**src/rtl/reg_lock_scoreboard.sv**
```systemverilog
// Register lock scoreboard for the issue stage: tracks per-register locks, gates issue on
// RAW/WAW hazards and serialises blocking instructions through a RUN/DRAIN/BLOCKED FSM.
module reg_lock_scoreboard #(
    parameter int unsigned NR  = 32,
    parameter int unsigned NWB = 2,
    parameter int unsigned SCW = 32
) (
    input  logic                    clk_i,
    input  logic                    rst_i,
    input  logic                    pl_valid_i,
    output logic                    pl_ready_o,
    input  logic                    blocking_i,
    input  logic [$clog2(NR)-1:0]   rd_i,
    input  logic [NR-1:0]           reg_req_i,
    input  logic [NWB-1:0]          wb_valid_i,
    input  logic [NWB*$clog2(NR)-1:0] wb_rd_i,
    input  logic                    blk_done_i,
    input  logic                    flush_i,
    output logic [NR-1:0]           locks_o,
    output logic                    busy_o,
    output logic                    err_o,
    output logic [SCW-1:0]          stall_cnt_o
);

    localparam int unsigned AW = $clog2(NR);

    typedef enum logic [1:0] {StRun, StDrain, StBlocked} state_e;

    state_e          state_q, state_d;
    logic [NR-1:0]   locks_q, locks_d;
    logic            err_q, err_set;
    logic [SCW-1:0]  stall_q;
    logic            locks_clear, ok_src, ok_rd, fire, stall_inc;
    logic [AW-1:0]   wb_idx;

    assign locks_clear = (locks_q == '0);
    assign ok_src      = ~|(locks_q & reg_req_i);
    assign ok_rd       = (rd_i == '0) || !locks_q[rd_i];
    assign fire        = pl_valid_i && pl_ready_o;
    // A flush cycle neither issues nor counts as a stall.
    assign stall_inc   = pl_valid_i && !pl_ready_o && !flush_i;

    always_ff @(posedge clk_i) begin
        if (rst_i) begin
            state_q <= StRun;
            locks_q <= '0;
            err_q   <= 1'b0;
            stall_q <= '0;
        end else begin
            state_q <= state_d;
            locks_q <= locks_d;
            err_q   <= err_q | err_set;
            if (stall_inc && (stall_q != '1)) begin
                stall_q <= stall_q + SCW'(1);
            end
        end
    end

    always_comb begin
        state_d = state_q;
        case (state_q)
            StRun: begin
                if (pl_valid_i && blocking_i) begin
                    state_d = fire ? StBlocked : StDrain;
                end
            end
            StDrain: begin
                if (!(pl_valid_i && blocking_i)) begin
                    state_d = StRun;
                end else if (fire) begin
                    state_d = StBlocked;
                end
            end
            StBlocked: begin
                if (blk_done_i) begin
                    state_d = StRun;
                end
            end
            default: state_d = StRun;
        endcase
        if (flush_i) begin
            state_d = StRun;
        end
    end

    always_comb begin
        pl_ready_o = 1'b0;
        if (pl_valid_i && !flush_i) begin
            case (state_q)
                StRun:   pl_ready_o = blocking_i ? locks_clear : (ok_src && ok_rd);
                StDrain: pl_ready_o = blocking_i && locks_clear;
                default: pl_ready_o = 1'b0;
            endcase
        end
    end

    // Writeback clears are applied first so an issue set to the same bit wins.
    always_comb begin
        locks_d = locks_q;
        err_set = 1'b0;
        wb_idx  = '0;
        if (state_q != StBlocked) begin
            for (int unsigned k = 0; k < NWB; k++) begin
                wb_idx = wb_rd_i[k*AW +: AW];
                if (wb_valid_i[k] && (wb_idx != '0)) begin
                    if (!locks_q[wb_idx]) begin
                        err_set = 1'b1;
                    end
                    locks_d[wb_idx] = 1'b0;
                end
            end
        end
        if (fire && !blocking_i && (rd_i != '0)) begin
            locks_d[rd_i] = 1'b1;
        end
        if (fire && blocking_i) begin
            locks_d = '1;
        end
        if ((state_q == StBlocked) && blk_done_i) begin
            locks_d = '0;
        end
        if (flush_i) begin
            locks_d = '0;
            err_set = 1'b0;
        end
    end

    assign locks_o     = locks_q;
    assign busy_o      = (state_q != StRun);
    assign err_o       = err_q;
    assign stall_cnt_o = stall_q;

endmodule

```
**config.mk**
```make
export PLATFORM = sky130hd
export DESIGN_NAME = reg_lock_scoreboard
export DESIGN_NICKNAME = d
export VERILOG_FILES = /design/src/rtl/reg_lock_scoreboard.sv
export SDC_FILE = /design/constraint.sdc
export NUM_CORES = 1
export LEC_CHECK = 0
export ABC_CLOCK_PERIOD_IN_PS = 3280
export CORE_ASPECT_RATIO = 2
export CORE_MARGIN = 10
export CORE_UTILIZATION = 50
export DETAILED_ROUTE_END_ITERATION = 6
export GPL_TIMING_DRIVEN = 0
export PLACE_DENSITY = 0.93
export SYNTH_ARGS = -nofsm -noshare
export SYNTH_HDL_FRONTEND = slang
export SYNTH_SLANG_ARGS = --single-unit
```
**constraint.sdc**
```tcl
create_clock -name clk_i -period 3.28 [get_ports clk_i]
set_input_delay 0.656 -clock clk_i [delete_from_list [all_inputs] [get_ports clk_i]]
set_output_delay 0.656 -clock clk_i [all_outputs]
set_load 0.005 [all_outputs]
```
==> results of run 1 <==
[worst paths after layout]
check,from,endpoint,slack [ns],cells after the start
worst max-delay path,reg_req_i[23],pl_ready_o,0.11,9
worst min-delay path,stall_cnt_o[17],stall_cnt_o[17],0.52,2
worst max register to register,stall_cnt_o[3],stall_cnt_o[27],0.25,9
worst min register to register,stall_cnt_o[17],stall_cnt_o[17],0.52,2
[where the power goes]
part | switching [mW] | leakage, nW | internal [mW]
Clock | 0.350 | 0.150 | 0.651
Combinational | 0.225 | 1.40 | 0.174
Sequential | 0.0281 | 0.540 | 0.826
[stage by stage]
step | setup TNS (ns) | std cells | power [mW] | worst slack, ns
final | 0 | 826 | 2.25 | 0.114
after global routing | 0 | 826 | 2.31 | 0.00955
after CTS | 0 | 823 | 2.23 | 0.0138
after detailed placement | -11.81 | 802 | 1.23 | -0.811
after global placement | -6.68 | 802 | 1.22 | -0.770
after floorplan | 0 | 588 | 1.07 | 0.411
[layer usage]
layer  wire length, µm  part of all wire [%]
met3              2230                    10
met2             11100                    50
met1              6680                    30
met4              2110                   9.5
met5                 0                     0
[worst register-to-register path: cells and delay by family, from the launching register on]
kind | cells | cell delay (ns)
muxes | 1 | 0.31
buffers and inverters | 2 | 0.59
DFF | 1 | 0.42
and+or+nand+nor | 6 | 1.59
[layout by cell type, fill, tap and decap left out, types with 3 or more instances in the layout]
master | synthesis | final
clkdlybuf4s50_1 | 0 | 104
a21oi_1 | 67 | 67
dfxtp_1 | 67 | 67
nand2_1 | 48 | 48
nand3_1 | 47 | 47
nor2_1 | 41 | 40
clkbuf_1 | 34 | 36
o22ai_1 | 23 | 23
mux4_2 | 20 | 20
o21ai_0 | 21 | 20
nand4_1 | 16 | 16
or3_1 | 16 | 16
nor2b_1 | 15 | 15
mux2i_1 | 15 | 15
nor3_1 | 16 | 15
nor4_1 | 11 | 11
a22oi_1 | 9 | 9
a31oi_1 | 9 | 9
clkbuf_16 | 0 | 9
mux2_2 | 8 | 8
nand2b_1 | 8 | 8
and3_1 | 8 | 8
buf_4 | 1 | 8
o221ai_1 | 8 | 8
or2_2 | 6 | 6
inv_1 | 5 | 4
buf_6 | 2 | 4
o41ai_1 | 4 | 4
a22o_1 | 3 | 3
nor3b_1 | 3 | 3
nor4b_1 | 3 | 3
or4_1 | 3 | 3
or4b_1 | 3 | 3
nand4b_1 | 3 | 3
clkbuf_8 | 0 | 3
dlymetal6s2s_1 | 0 | 3
[cell families after synthesis]
| logic type | count (synthesis) | synth area share [%] |
|---|---|---|
| and+or+nand+nor | 256 | 28.7 |
| muxes | 45 | 15.1 |
| DFF | 67 | 28.4 |
| xor gates and xnor gates | 2 | 0.371 |
| adders and majority gates | 1 | 0.265 |
| buffers and inverters | 50 | 4.77 |
| AOI/OAI and AO/OA | 167 | 22.4 |
[registers in the layout, indices dropped and copies added (netlist names)]
name / cells
state_q: 2
locks_o: 32
stall_cnt_o: 32
err_o: 1
[repair_timing]
item                                    4_1_cts  5_1_grt
endpoints found under the setup margin        1       13
endpoints found under the hold margin         0        0
pin swaps                                     6        5
buffers inserted                              5        1
hold buffers                                  0        0
resized for setup                            15       12
[area by class of cell]
| type | instances | area share [%] |
|---|---|---|
| antenna | 2 | 0.0786 |
| clock buffer | 15 | 4.36 |
| sequential | 67 | 21.1 |
| tap | 104 | 2.04 |
| buffer | 45 | 3.50 |
| clock inverter | 1 | 0.472 |
| inverter | 5 | 0.295 |
| timing repair buffer | 116 | 18.1 |
| multi-input combinational | 471 | 50.1 |
==> flow_metrics.py, run 1 <==
metrics = {
    "timing": {
        "rsz0062_at_grt": "no",
        "max_freq_mhz": 316,
        "fin_hold_ws_ns": 0.516,
        "skew_ns": 0.00925,
        "finalHoldViolCount": 0,
        "timing.final.crit_share_pct": 96.5,
        "worst_pin_slew_ns": 1.16,
        "slew_viol_final": 0,
        "slew_headroom_pct": 22.6,
        "fin_crit_ns": 3.17,
        "setup_violations": 0,
    },
    "logic_synthesis": {
        "synth-seq-cells": 67,
        "synth_area_leader_cell": "dfxtp_1",
        "yosysSeqAreaShare_pct": 28.4,
        "syn_nets": 644,
        "synthCells": 588,
        "synth.distinct_cells": 61,
        "synth_ff_type": "dfxtp_1",
        "syn_area_per_cell_um2": 8.03,
        "syn_area_mm2": 0.00472,
        "synth_top_area_share_pct": 28.4,
        "netlist_top_cells_area": "dfxtp_1, mux4_2, a21oi_1",
        "synthArstFlopShare_pct": 0,
        "yosys_warnings": 0,
        "yosys-top-cells-count": "a21oi_1, dfxtp_1, nand2_1, nand3_1, nor2_1",
        "synth_edf_count": 0,
    },
    "worst_setup_path": {
        "max_stage_delay_ns": 0.40,
        "crit_arrival_ns": 2.51,
        "critical-path-top-delay-family": "simple AND/OR/NAND/NOR gates",
        "critical_path_class": "primary input to output pin",
        "start_kind": "primary input",
        "cp_max_fo": 2,
        "cp.buffers_inverters": 2,
        "end_kind": "output pin",
        "crit_path_frequent_cell": "nand4_1",
        "cp_data_required_time_ns": 2.62,
        "cp_slowest_cell": "clkdlybuf4s50_1",
        "path_cells": "clkdlybuf4s50_1 > a22o_1 > a221oi_2 > nand4_1 > nor3_2 > nand4_1 > o21ai_2 > and2_4 > buf_6",
    },
    "cts": {
        "clock_path_buffers": 2,
        "clock_latency_ns": 0.34,
        "cts_root_buffer": "clkbuf_16",
        "cts_made_buffers": 9,
        "clk_pin_slew_ns": 0.05,
        "clock-sinks": 67,
        "cts_htree_levels": 3,
        "tritoncts": "done",
    },
    "cells_and_area": {
        "multi_input_area_mm2": 0.00319,
        "stdcell_area_mm2": 0.00637,
        "drive_gt1_share_pct": 11.1,
        "fin_util_pct": 68.3,
        "fillers": 761,
        "seq_area_mm2": 0.00134,
        "area_growth_pct": 34.8,
        "finalNetCount": 771,
    },
    "routing": {
        "wl_per_cell_um": 26.8,
        "route.vias.total": 5790,
        "drt_iter0_markers": 505,
        "ant_nets": 0,
        "drc": 3,
        "finalWirelength_um": 22100,
        "drtPass1Iterations": 7,
        "vias_per_cell": 7.01,
    },
    "grt": {
        "busiest_layer": "met2",
        "grtUsageMet3_pct": 9.73,
        "grt-ovfl-total": 0,
        "grt.met1_usage_pct": 26.7,
        "grt_start_max_net_pins": 11,
        "grt_pass1_vias": 5930,
        "antenna_found_initial": 2,
        "grt_util_all_layers_pct": 31.3,
        "grtUsageMet2_pct": 54.8,
        "grt_pass1_wl_um": 32900,
    },
    "power": {
        "p_per_area_mw_per_mm2": 354,
        "ir_drop_v": 0.000313,
        "p_leak_nw": 2.09,
    },
    "outcome": {
        "status": "finished, violations left",
        "violations": "DRC",
    },
    "floorplanning": {
        "rows": 50,
        "die_w_um": 88.7,
        "ios": 122,
        "dieArea_mm2": 0.0140,
        "start_util_pct": 50.7,
        "die_y_um": 157,
        "fp.coreArea_mm2": 0.00932,
    },
    "placement": {
        "portBuffers": 110,
        "routabilityCongestion": 1.07,
        "placed_area_mm2": 0.00595,
        "post-dp-hpwl_um": 16500,
    },
    "min_path": {
        "hold_path.class": "flip-flop to flip-flop",
    },
    "job": {
        "cap_viol_max_count": 0,
    },
}
(Power assumes the default switching activity.)
==> run 2, diff against run 1 <==
- RECOVER_POWER: default -> 50
==> run 2 against run 1 <==
Compared with the run above:
- core utilization unchanged
- die area unchanged
- combinational power down 1%
- global-route usage unchanged
- critical path depth unchanged
- clock skew about the same
- final cell count unchanged
- the run now ends clean
- hold slack worse by 0.0047 ns
- wire length down 0.22%
- worst setup slack worse by 0.013 ns
- clock-buffer cell count unchanged
- highest routed layer unchanged
- non-clock buffer count unchanged
==> flow_metrics.py, run 2 (same netlist as run 1, synthesis figures left out) <==
metrics = {
    "placement": {
        "preCtsSetupSlack_ns": -0.811,
        "routabilityCongestion": 1.07,
        "post-dp-hpwl_um": 16500,
        "portBuffers": 110,
    },
    "min_path": {
        "min-delay-start": "stall_cnt_o[24]",
        "hold_path.class": "flip-flop to flip-flop",
    },
    "worst_setup_path": {
        "critical_path.startpoint": "reg_req_i[23]",
        "cp_slowest_cell": "clkdlybuf4s50_1",
        "rrSetupSlack_ns": 0.26,
        "path_cells": "clkdlybuf4s50_1 > a22o_1 > a221oi_2 > nand4_1 > nor3_2 > nand4_1 > o21ai_2 > and2_4 > buf_6",
        "end_kind": "output pin",
        "critical_path_class": "primary input to output pin",
        "crit_arrival_ns": 2.52,
        "crit_path_frequent_cell": "nand4_1",
        "cp_data_required_time_ns": 2.62,
        "r2r-start": "stall_cnt_o[3]",
        "max_stage_delay_ns": 0.40,
        "start_kind": "primary input",
        "cp_max_fo": 2,
    },
    "timing": {
        "fin_crit_ns": 3.18,
        "timing.final.crit_share_pct": 96.9,
        "slew_headroom_pct": 22.1,
        "skew_ns": 0.00879,
        "rsz0062_at_grt": "no",
        "slew_viol_final": 0,
        "worst_pin_slew_ns": 1.17,
        "fin_ws_ns": 0.101,
        "max_freq_mhz": 315,
        "setup_violations": 0,
        "finalHoldViolCount": 0,
    },
    "cells_and_area": {
        "fin_util_pct": 68.3,
        "most-common-layout-cells": "a21oi_1, dfxtp_1, dlygate4sd3_1",
        "fillers": 761,
        "seq_area_mm2": 0.00134,
        "multi_input_area_mm2": 0.00319,
        "drive_gt1_share_pct": 11.1,
        "finalNetCount": 771,
        "area_growth_pct": 34.8,
    },
    "grt": {
        "grt_pass1_wl_um": 32900,
        "grt_start_max_net_pins": 11,
        "grt_pass1_vias": 5930,
        "antenna_found_initial": 2,
        "grt-ovfl-total": 0,
        "grt_util_all_layers_pct": 31.3,
    },
    "routing": {
        "drtPass1Iterations": 5,
        "finalWirelength_um": 22100,
        "m1WireLength_um": 6650,
        "ant_nets": 0,
        "wl_per_cell_um": 26.8,
        "top_layer": "met4",
        "met2WireLength_um": 11100,
        "met3_length_um": 2260,
        "vias_per_cell": 7.01,
        "drt_iter0_markers": 475,
        "route.vias.total": 5791,
        "drc": 0,
    },
    "power": {
        "ir_drop_v": 0.000313,
        "p_per_area_mw_per_mm2": 353,
        "p_leak_nw": 2.32,
        "finalPower_mw": 2.25,
    },
    "cts": {
        "tritoncts": "done",
        "cts_root_buffer": "clkbuf_16",
        "clock-sinks": 67,
        "ctsHoldBuffers": 0,
        "clock_path_buffers": 2,
        "cts_made_buffers": 9,
        "clk_pin_slew_ns": 0.05,
        "cts_htree_levels": 3,
        "clock_latency_ns": 0.34,
    },
    "floorplanning": {
        "dieArea_mm2": 0.0140,
        "rows": 50,
        "ios": 122,
        "die_y_um": 157,
        "fp.coreArea_mm2": 0.00932,
        "die_w_um": 88.7,
        "start_util_pct": 50.7,
    },
    "outcome": {
        "status": "complete, no violations",
    },
    "job": {
        "cap_viol_max_count": 0,
    },
}
-- run 2: critical path, delay by kind of cell --
kind	cells	cell delay, ns
AND/OR/NAND/NOR	4	0.79
AO/OA/AOI/OAI	3	0.58
buffers and inverters	2	0.49
-- run 2: area by class of cell --
type                    instances  area share, %
multi-input cells             471           50.1
flip-flops and latches         67           21.1
repair buffers                116           18.1
clock buffers                  15           4.36
plain buffers                  45           3.50
well taps                     104           2.04
clock inverters                 1          0.472
inverters                       5          0.295
diodes                          2         0.0786
-- run 2: per-stage QoR --
stage / setup TNS [ns] / hold slack, ns / cell area, µm² / std cells
after floorplan: 0 / 0.475 / 4720 / 588
after global placement: -6.68 / 0.482 / 5950 / 802
after detailed placement: -11.81 / 0.494 / 5950 / 802
after CTS: 0 / 0.510 / 6340 / 823
after global routing: 0 / 0.550 / 6370 / 826
final: 0 / 0.512 / 6370 / 826
-- run 2: metal layers --
layer / track usage, % / up-vias
met5: 0 / -
met4: 29.0 / 0
met3: 9.73 / 143
met2: 54.8 / 444
met1: 26.7 / 2681
li1: - / 2523
-- run 2: path summary, 6_finish.rpt --
check,endpoint,cells past startpoint
worst min register to register,stall_cnt_o[24],2
worst min-delay path,stall_cnt_o[24],2
worst max-delay path,pl_ready_o,9
worst max register to register,stall_cnt_o[27],9
-- run 2: what timing repair did --
action | CTS | global route
resized for setup | 15 | 12
endpoints found under the setup margin | 1 | 13
pin swaps | 6 | 5
buffers inserted | 5 | 1
-- run 2: power breakdown --
| part | switching (mW) | internal, mW | total [mW] |
|---|---|---|---|
| sequential | 0.0278 | 0.826 | 0.853 |
| clock | 0.349 | 0.651 | 1.00 |
| combinational | 0.225 | 0.170 | 0.395 |
| total | 0.602 | 1.65 | 2.25 |
